===== config.mk =====
export PLATFORM = sky130hd
export DESIGN_NAME = pc_sequencer
export DESIGN_NICKNAME = d
export VERILOG_FILES = /design/src/rtl/pc_sequencer.sv
export SDC_FILE = /design/constraint.sdc
export NUM_CORES = 1
export LEC_CHECK = 0
export CORE_ASPECT_RATIO = 1.2
export CORE_MARGIN = 5
export CORE_UTILIZATION = 40
export CTS_BUF_LIST = sky130_fd_sc_hd__clkbuf_16
export CTS_CLUSTER_DIAMETER = 120
export DETAILED_ROUTE_END_ITERATION = 7
export GPL_ROUTABILITY_DRIVEN = 0
export PLACE_DENSITY = 0.73
export SETUP_SLACK_MARGIN = 0.15
export SYNTH_ARGS = -nofsm -noshare
export SYNTH_HDL_FRONTEND = slang
export SYNTH_SLANG_ARGS = --single-unit

===== constraint.sdc =====
create_clock -name clk -period 4.35 [get_ports clk]
set_clock_uncertainty 0.1 [all_clocks]
set_input_delay 1.0875 -clock clk [delete_from_list [all_inputs] [get_ports clk]]
set_output_delay 1.0875 -clock clk [all_outputs]
set_load 0.05 [all_outputs]

===== src/rtl/pc_sequencer.sv =====
// -----------------------------------------------------------------------------
// pc_sequencer
//
// Program-counter sequencer for the model computer. Each cycle it accepts one
// decoded control-flow op from the instruction decoder and computes the next
// program counter. It drives the call stack directly (push on CALL, pop on
// RET). It keeps a shadow depth count so it can refuse an overflowing CALL or
// an underflowing RET before the stack ever sees it. When that happens, it
// raises a sticky fault bit and halts.
//
// Parameters
//   WIDTH        program-counter and stack-data width
//   DEPTH        stack capacity in entries
//
// Ports
//   clk          clock, all state changes on the rising edge
//   rst          synchronous active-low reset
//   instr_valid  decoder presents a valid op this cycle
//   op           000 NEXT, 001 JUMP, 010 JUMP_IF, 011 CALL, 100 RET,
//                101 HALT, 110/111 behave as NEXT
//   cond         branch condition for JUMP_IF
//   target       jump / call destination
//   stk_data     stack read data, valid while stk_pop=1 on a non-empty stack
//   pc           current program counter (registered)
//   stk_push     push strobe to the stack (combinational)
//   stk_pop      pop strobe to the stack (combinational)
//   stk_value    return address to push, pc+1 with wrap
//   depth        shadow stack depth (registered)
//   halted       sequencer is in the HALT state
//   fault        sticky errors, bit0 overflow, bit1 underflow
// -----------------------------------------------------------------------------
module pc_sequencer #(
  parameter int WIDTH = 8,
  parameter int DEPTH = 256
) (
  input  logic                     clk,
  input  logic                     rst,
  input  logic                     instr_valid,
  input  logic [2:0]               op,
  input  logic                     cond,
  input  logic [WIDTH-1:0]         target,
  input  logic [WIDTH-1:0]         stk_data,
  output logic [WIDTH-1:0]         pc,
  output logic                     stk_push,
  output logic                     stk_pop,
  output logic [WIDTH-1:0]         stk_value,
  output logic [$clog2(DEPTH):0]   depth,
  output logic                     halted,
  output logic [1:0]               fault
);

  localparam int DW = $clog2(DEPTH) + 1;

  localparam logic [2:0] OP_NEXT    = 3'b000;
  localparam logic [2:0] OP_JUMP    = 3'b001;
  localparam logic [2:0] OP_JUMP_IF = 3'b010;
  localparam logic [2:0] OP_CALL    = 3'b011;
  localparam logic [2:0] OP_RET     = 3'b100;
  localparam logic [2:0] OP_HALT    = 3'b101;

  typedef enum logic {
    ST_RUN  = 1'b0,
    ST_HALT = 1'b1
  } state_t;

  state_t           r_state;
  state_t           w_stateNext;
  logic [WIDTH-1:0] r_pc;
  logic [DW-1:0]    r_depth;
  logic [1:0]       r_fault;

  logic             w_accept;
  logic             w_full;
  logic             w_empty;
  logic             w_isCall;
  logic             w_isRet;
  logic             w_isHalt;
  logic             w_overflow;
  logic             w_underflow;
  logic [WIDTH-1:0] w_pcInc;
  logic [WIDTH-1:0] w_pcNext;
  logic [DW-1:0]    w_depthNext;
  logic [1:0]       w_faultNext;

  // Op decode and stack bounds. An op only counts when running with a valid
  // instruction, so halted or idle cycles leave every piece of state alone.
  always_comb begin
    w_accept    = (r_state == ST_RUN) && instr_valid;
    w_full      = (r_depth == DW'(DEPTH));
    w_empty     = (r_depth == '0);
    w_isCall    = w_accept && (op == OP_CALL);
    w_isRet     = w_accept && (op == OP_RET);
    w_isHalt    = w_accept && (op == OP_HALT);
    w_overflow  = w_isCall && w_full;
    w_underflow = w_isRet && w_empty;
    w_pcInc     = r_pc + WIDTH'(1);
  end

  // State register for the RUN/HALT machine. Only reset leaves HALT.
  always_ff @(posedge clk) begin
    if (!rst) begin
      r_state <= ST_RUN;
    end else begin
      r_state <= w_stateNext;
    end
  end

  // Next-state logic: a HALT op or either stack fault stops the sequencer.
  always_comb begin
    w_stateNext = r_state;
    if (r_state == ST_RUN) begin
      if (w_isHalt || w_overflow || w_underflow) begin
        w_stateNext = ST_HALT;
      end
    end
  end

  // Output logic. The stack strobes are gated by rst, so a CALL or RET
  // arriving in the same cycle as reset never reaches the stack.
  always_comb begin
    stk_push  = rst && w_isCall && !w_full;
    stk_pop   = rst && w_isRet && !w_empty;
    stk_value = w_pcInc;
    halted    = (r_state == ST_HALT);
    pc        = r_pc;
    depth     = r_depth;
    fault     = r_fault;
  end

  // Datapath next values. Faulting CALL/RET and the HALT op hold pc. The
  // fault bits are OR-ed in, so they stay sticky until reset.
  always_comb begin
    w_pcNext    = r_pc;
    w_depthNext = r_depth;
    w_faultNext = r_fault;
    if (w_accept) begin
      case (op)
        OP_JUMP:    w_pcNext = target;
        OP_JUMP_IF: w_pcNext = cond ? target : w_pcInc;
        OP_CALL: begin
          if (w_full) begin
            w_faultNext = r_fault | 2'b01;
          end else begin
            w_pcNext    = target;
            w_depthNext = r_depth + DW'(1);
          end
        end
        OP_RET: begin
          if (w_empty) begin
            w_faultNext = r_fault | 2'b10;
          end else begin
            w_pcNext    = stk_data;
            w_depthNext = r_depth - DW'(1);
          end
        end
        OP_HALT:    w_pcNext = r_pc;
        default:    w_pcNext = w_pcInc;
      endcase
    end
  end

  // Datapath registers: pc, shadow depth and sticky faults.
  always_ff @(posedge clk) begin
    if (!rst) begin
      r_pc    <= '0;
      r_depth <= '0;
      r_fault <= 2'b00;
    end else begin
      r_pc    <= w_pcNext;
      r_depth <= w_depthNext;
      r_fault <= w_faultNext;
    end
  end

endmodule


==> impl_metrics.py <==
metrics = {
    "drt": {
        "vias_per_cell": 5.63,
        "wl_per_cell_microns": 14.8,
        "drt_drc_violations_left": 0,
        "wirelength_mm": 3.64,
        "first_iter_violations": 56,
        "dr.pass1.iters": 4,
        "residual_antenna_violating_net_count_after_detailed_routing": 0,
        "routed-via-count": 1391,
    },
    "global_route": {
        "grt-ovfl-total": 0,
        "grt_antenna_before_repair": 0,
        "vias_in_the_first_global_route": 1420,
        "largest_net_degree_at_the_start_of_global_routing": 17,
        "grt_first_pass_wirelength_mm": 6.15,
        "grt_use_total_pct": 17.5,
    },
    "worst_setup_path": {
        "timing.critical_path.cells": "clkdlybuf4s50_1 -> or3b_1 -> nor4_2 -> buf_12",
        "critPathArrivalTime_ns": 2.67,
        "cp-start-kind": "input pin",
        "worstSetupPathType": "input pin to output pin",
        "timing.critical_path.required_ns": 3.16,
        "crit_fanout": 7,
        "worst-path-buf-inv": 2,
        "critical-path-top-delay-family": "simple AND/OR/NAND/NOR gates",
        "worst_setup_ep_type": "output pin",
        "slowest_delay_ns": 0.52,
        "crit_slowest_cell": "sky130_fd_sc_hd__clkdlybuf4s50_1",
    },
    "cts": {
        "cts-hold-fix-buffers": 0,
        "ctsLongestPathBuffers": 2,
        "clkSlewWorstSetupHoldPaths_ns": 0.05,
        "clkLatencyLatePin_ns": 0.25,
        "cts_resized": 0,
        "post-cts-setup-buffers": 0,
        "tritoncts": "yes",
        "htreeDepth": 1,
        "cts.sink_count": 20,
        "cts-buffers-inserted": 3,
        "cts.root.buffer_cell": "sky130_fd_sc_hd__clkbuf_16",
    },
    "timing": {
        "timing_hold_violations_final": 0,
        "min_period_over_period_pct": 88.7,
        "timing.final.max_slew_violations": 0,
        "period_needed_ns": 3.86,
        "clock.fmax_mhz": 259,
        "max_slew_margin_pct": 57.8,
        "tightestPinTransition_ns": 0.631,
        "timing.hold.ws_ns": 0.373,
        "grt_setup_unrepaired": "no",
        "setup_violations": 0,
        "post-route-worst-setup-slack_ns": 0.491,
        "setup-tns-final_ns": 0,
    },
    "power_and_ir_drop": {
        "ir_drop_mv": 0.200,
        "static_leakage_nw": 0.687,
        "power-per-cell-area_mw_per_mm2": 327,
    },
    "synth": {
        "syn-instance-count": 159,
        "synth-async-reset-ratio_pct": 0,
        "mappedNetlistNets": 184,
        "synth_area_leader_cell": "sky130_fd_sc_hd__dfxtp_1",
        "synth_area_sq_mm": 0.00126,
        "synth_sequential_area_ratio_pct": 31.7,
        "yosysUniqueCellTypes": 39,
        "edff_count_synth": 0,
        "synth_seq_cells": 20,
        "yosysWarningCount": 0,
        "synth_top_flop_cell": "sky130_fd_sc_hd__dfxtp_1",
        "postSynthAreaPerCell_sq_um": 7.96,
        "synthTopCellsByArea": "sky130_fd_sc_hd__dfxtp_1 (32%), sky130_fd_sc_hd__xnor2_1 (8.3%), sky130_fd_sc_hd__nor2_1 (5.0%)",
        "netlist.area_leader.share_pct": 31.7,
    },
    "placement": {
        "place_ws_ns": 0.467,
        "dpl.hpwl_mm": 2.82,
        "io_buffer_count": 52,
    },
    "run": {
        "max_cap_violations": 0,
    },
    "cells_and_area": {
        "num-nets-final": 237,
        "area_growth_pct": 53.9,
        "n_antenna_cell": 0,
        "drive_gt1_share_pct": 7.58,
    },
    "status": {
        "run_status": "finished, final reports clean",
    },
    "die": {
        "design.core.area_sq_mm": 0.00306,
        "ios": 53,
        "die_w_microns": 61.3,
        "rows": 22,
        "dieArea_sq_mm": 0.00439,
        "start_util_pct": 41.4,
        "die_h_microns": 71.6,
    },
    "min_path": {
        "hold_path.class": "flop to flop",
    },
}
-- per-stage QoR --
stage	instances	utilization, %	power [mW]	instance area (sq um)
final	247	63.7	0.636	1950
after floorplan	159	-	0.319	1270
after detailed placement	243	60.3	0.389	1840
after global placement	243	60.3	0.387	1840
after global routing	247	63.7	0.662	1950
after CTS	247	63.7	0.641	1950
-- state kept, by name (all words and copies together), names as in the netlist --
name	flops
depth	9
pc	8
fault	2
halted	1
-- synth_stat cells, types with 2 or more instances --
| cell | number |
|---|---|
| sky130_fd_sc_hd__dfxtp_1 | 20 |
| sky130_fd_sc_hd__nor2_1 | 17 |
| sky130_fd_sc_hd__nand2_1 | 12 |
| sky130_fd_sc_hd__xnor2_1 | 12 |
| sky130_fd_sc_hd__a21oi_1 | 10 |
| sky130_fd_sc_hd__nand3_1 | 8 |
| sky130_fd_sc_hd__a22oi_1 | 7 |
| sky130_fd_sc_hd__a31oi_1 | 7 |
| sky130_fd_sc_hd__o21ai_0 | 7 |
| sky130_fd_sc_hd__and3_1 | 5 |
| sky130_fd_sc_hd__buf_2 | 5 |
| sky130_fd_sc_hd__a221oi_1 | 4 |
| sky130_fd_sc_hd__clkbuf_1 | 4 |
| sky130_fd_sc_hd__nor4_1 | 4 |
| sky130_fd_sc_hd__nand4_1 | 3 |
| sky130_fd_sc_hd__nor2b_1 | 3 |
| sky130_fd_sc_hd__nor3_1 | 3 |
| sky130_fd_sc_hd__a311oi_1 | 2 |
| sky130_fd_sc_hd__ha_1 | 2 |
| sky130_fd_sc_hd__inv_1 | 2 |
| sky130_fd_sc_hd__nand3b_1 | 2 |
| sky130_fd_sc_hd__o31ai_1 | 2 |
| sky130_fd_sc_hd__xor2_1 | 2 |
-- layout make-up --
type                       instances  area [sq um]
sequential                        20           400
clock buffer                       3          75.1
multi-input combinational        128           823
inverter                           2          7.51
clock inverter                     1          30.0
fill                             274          1110
tap                               36          45.0
timing repair buffer              57           566
-- routing by layer --
layer	part of all wire, %	global-route usage, %	vias up
met2	48	28.7	44
met4	0.47	5.66	0
met1	43	21.9	647
met5	0	0	-
met3	8.0	4.86	2
li1	-	-	698
-- final timing paths --
check	start	end	slack [ns]	cells past startpoint
min reg2reg	fault[1]$_SDFFE_PN0P_	fault[1]$_SDFFE_PN0P_	0.37	2
min	fault[1]$_SDFFE_PN0P_	fault[1]$_SDFFE_PN0P_	0.37	2
max reg2reg	depth[1]$_SDFFE_PN0P_	depth[6]$_SDFFE_PN0P_	2.28	7
max	op[0]	stk_pop	0.49	4
-- power breakdown --
part | internal, mW | total, mW | leakage [nW] | switching [mW]
Sequential | 0.192 | 0.205 | 0.163 | 0.0129
Combinational | 0.0695 | 0.180 | 0.472 | 0.111
Clock | 0.182 | 0.251 | 0.0511 | 0.0681
Total | 0.444 | 0.636 | 0.687 | 0.192
-- worst min-delay path, stage by stage (launching register included) --
cell and delay, ns:
sky130_fd_sc_hd__dfxtp_1 0.33, sky130_fd_sc_hd__a21oi_1 0.04, sky130_fd_sc_hd__nor2_1 0.07
-- cells in the final DEF (no fill, tap or decap), drive strengths merged --
cell type and n:
a22oi 7, and4 1, or4b 1, mux2i 1
nor2 17, nand2b 1, a22o 1, clkdlybuf4s50 50
nor3b 1, or3b 1, o21ai 8, a211oi 1
buf 7, clkbuf 3, o31ai 2, bufinv 1
a21o 1, a221oi 5, a311oi 2, a31oi 7
nand3b 2, nor4 4, a21bo 1, nand2 12
dfxtp 20, nand3 8, and2 1, a21oi 11
and3 5, and3b 1, ha 2, inv 2
mux2 1, nand4 3, xnor2 12, nor3 3
nor2b 3, xor2 2
-- kinds of logic (layout without fill, tap and decap cells) --
logic type                 count (synthesis)  in the layout  share of synthesized area, %
DFF                                       20             20                          31.7
buffers and inverters                     11             63                          3.76
AOI/OAI and AO/OA                         46             46                          25.2
xor gates and xnor gates                  14             14                          9.69
adders and majority gates                  2              2                          1.98
and+or+nand+nor                           64             64                          26.0
muxes                                      2              2                          1.68
Note: power is estimated with default switching activity, not from simulation.
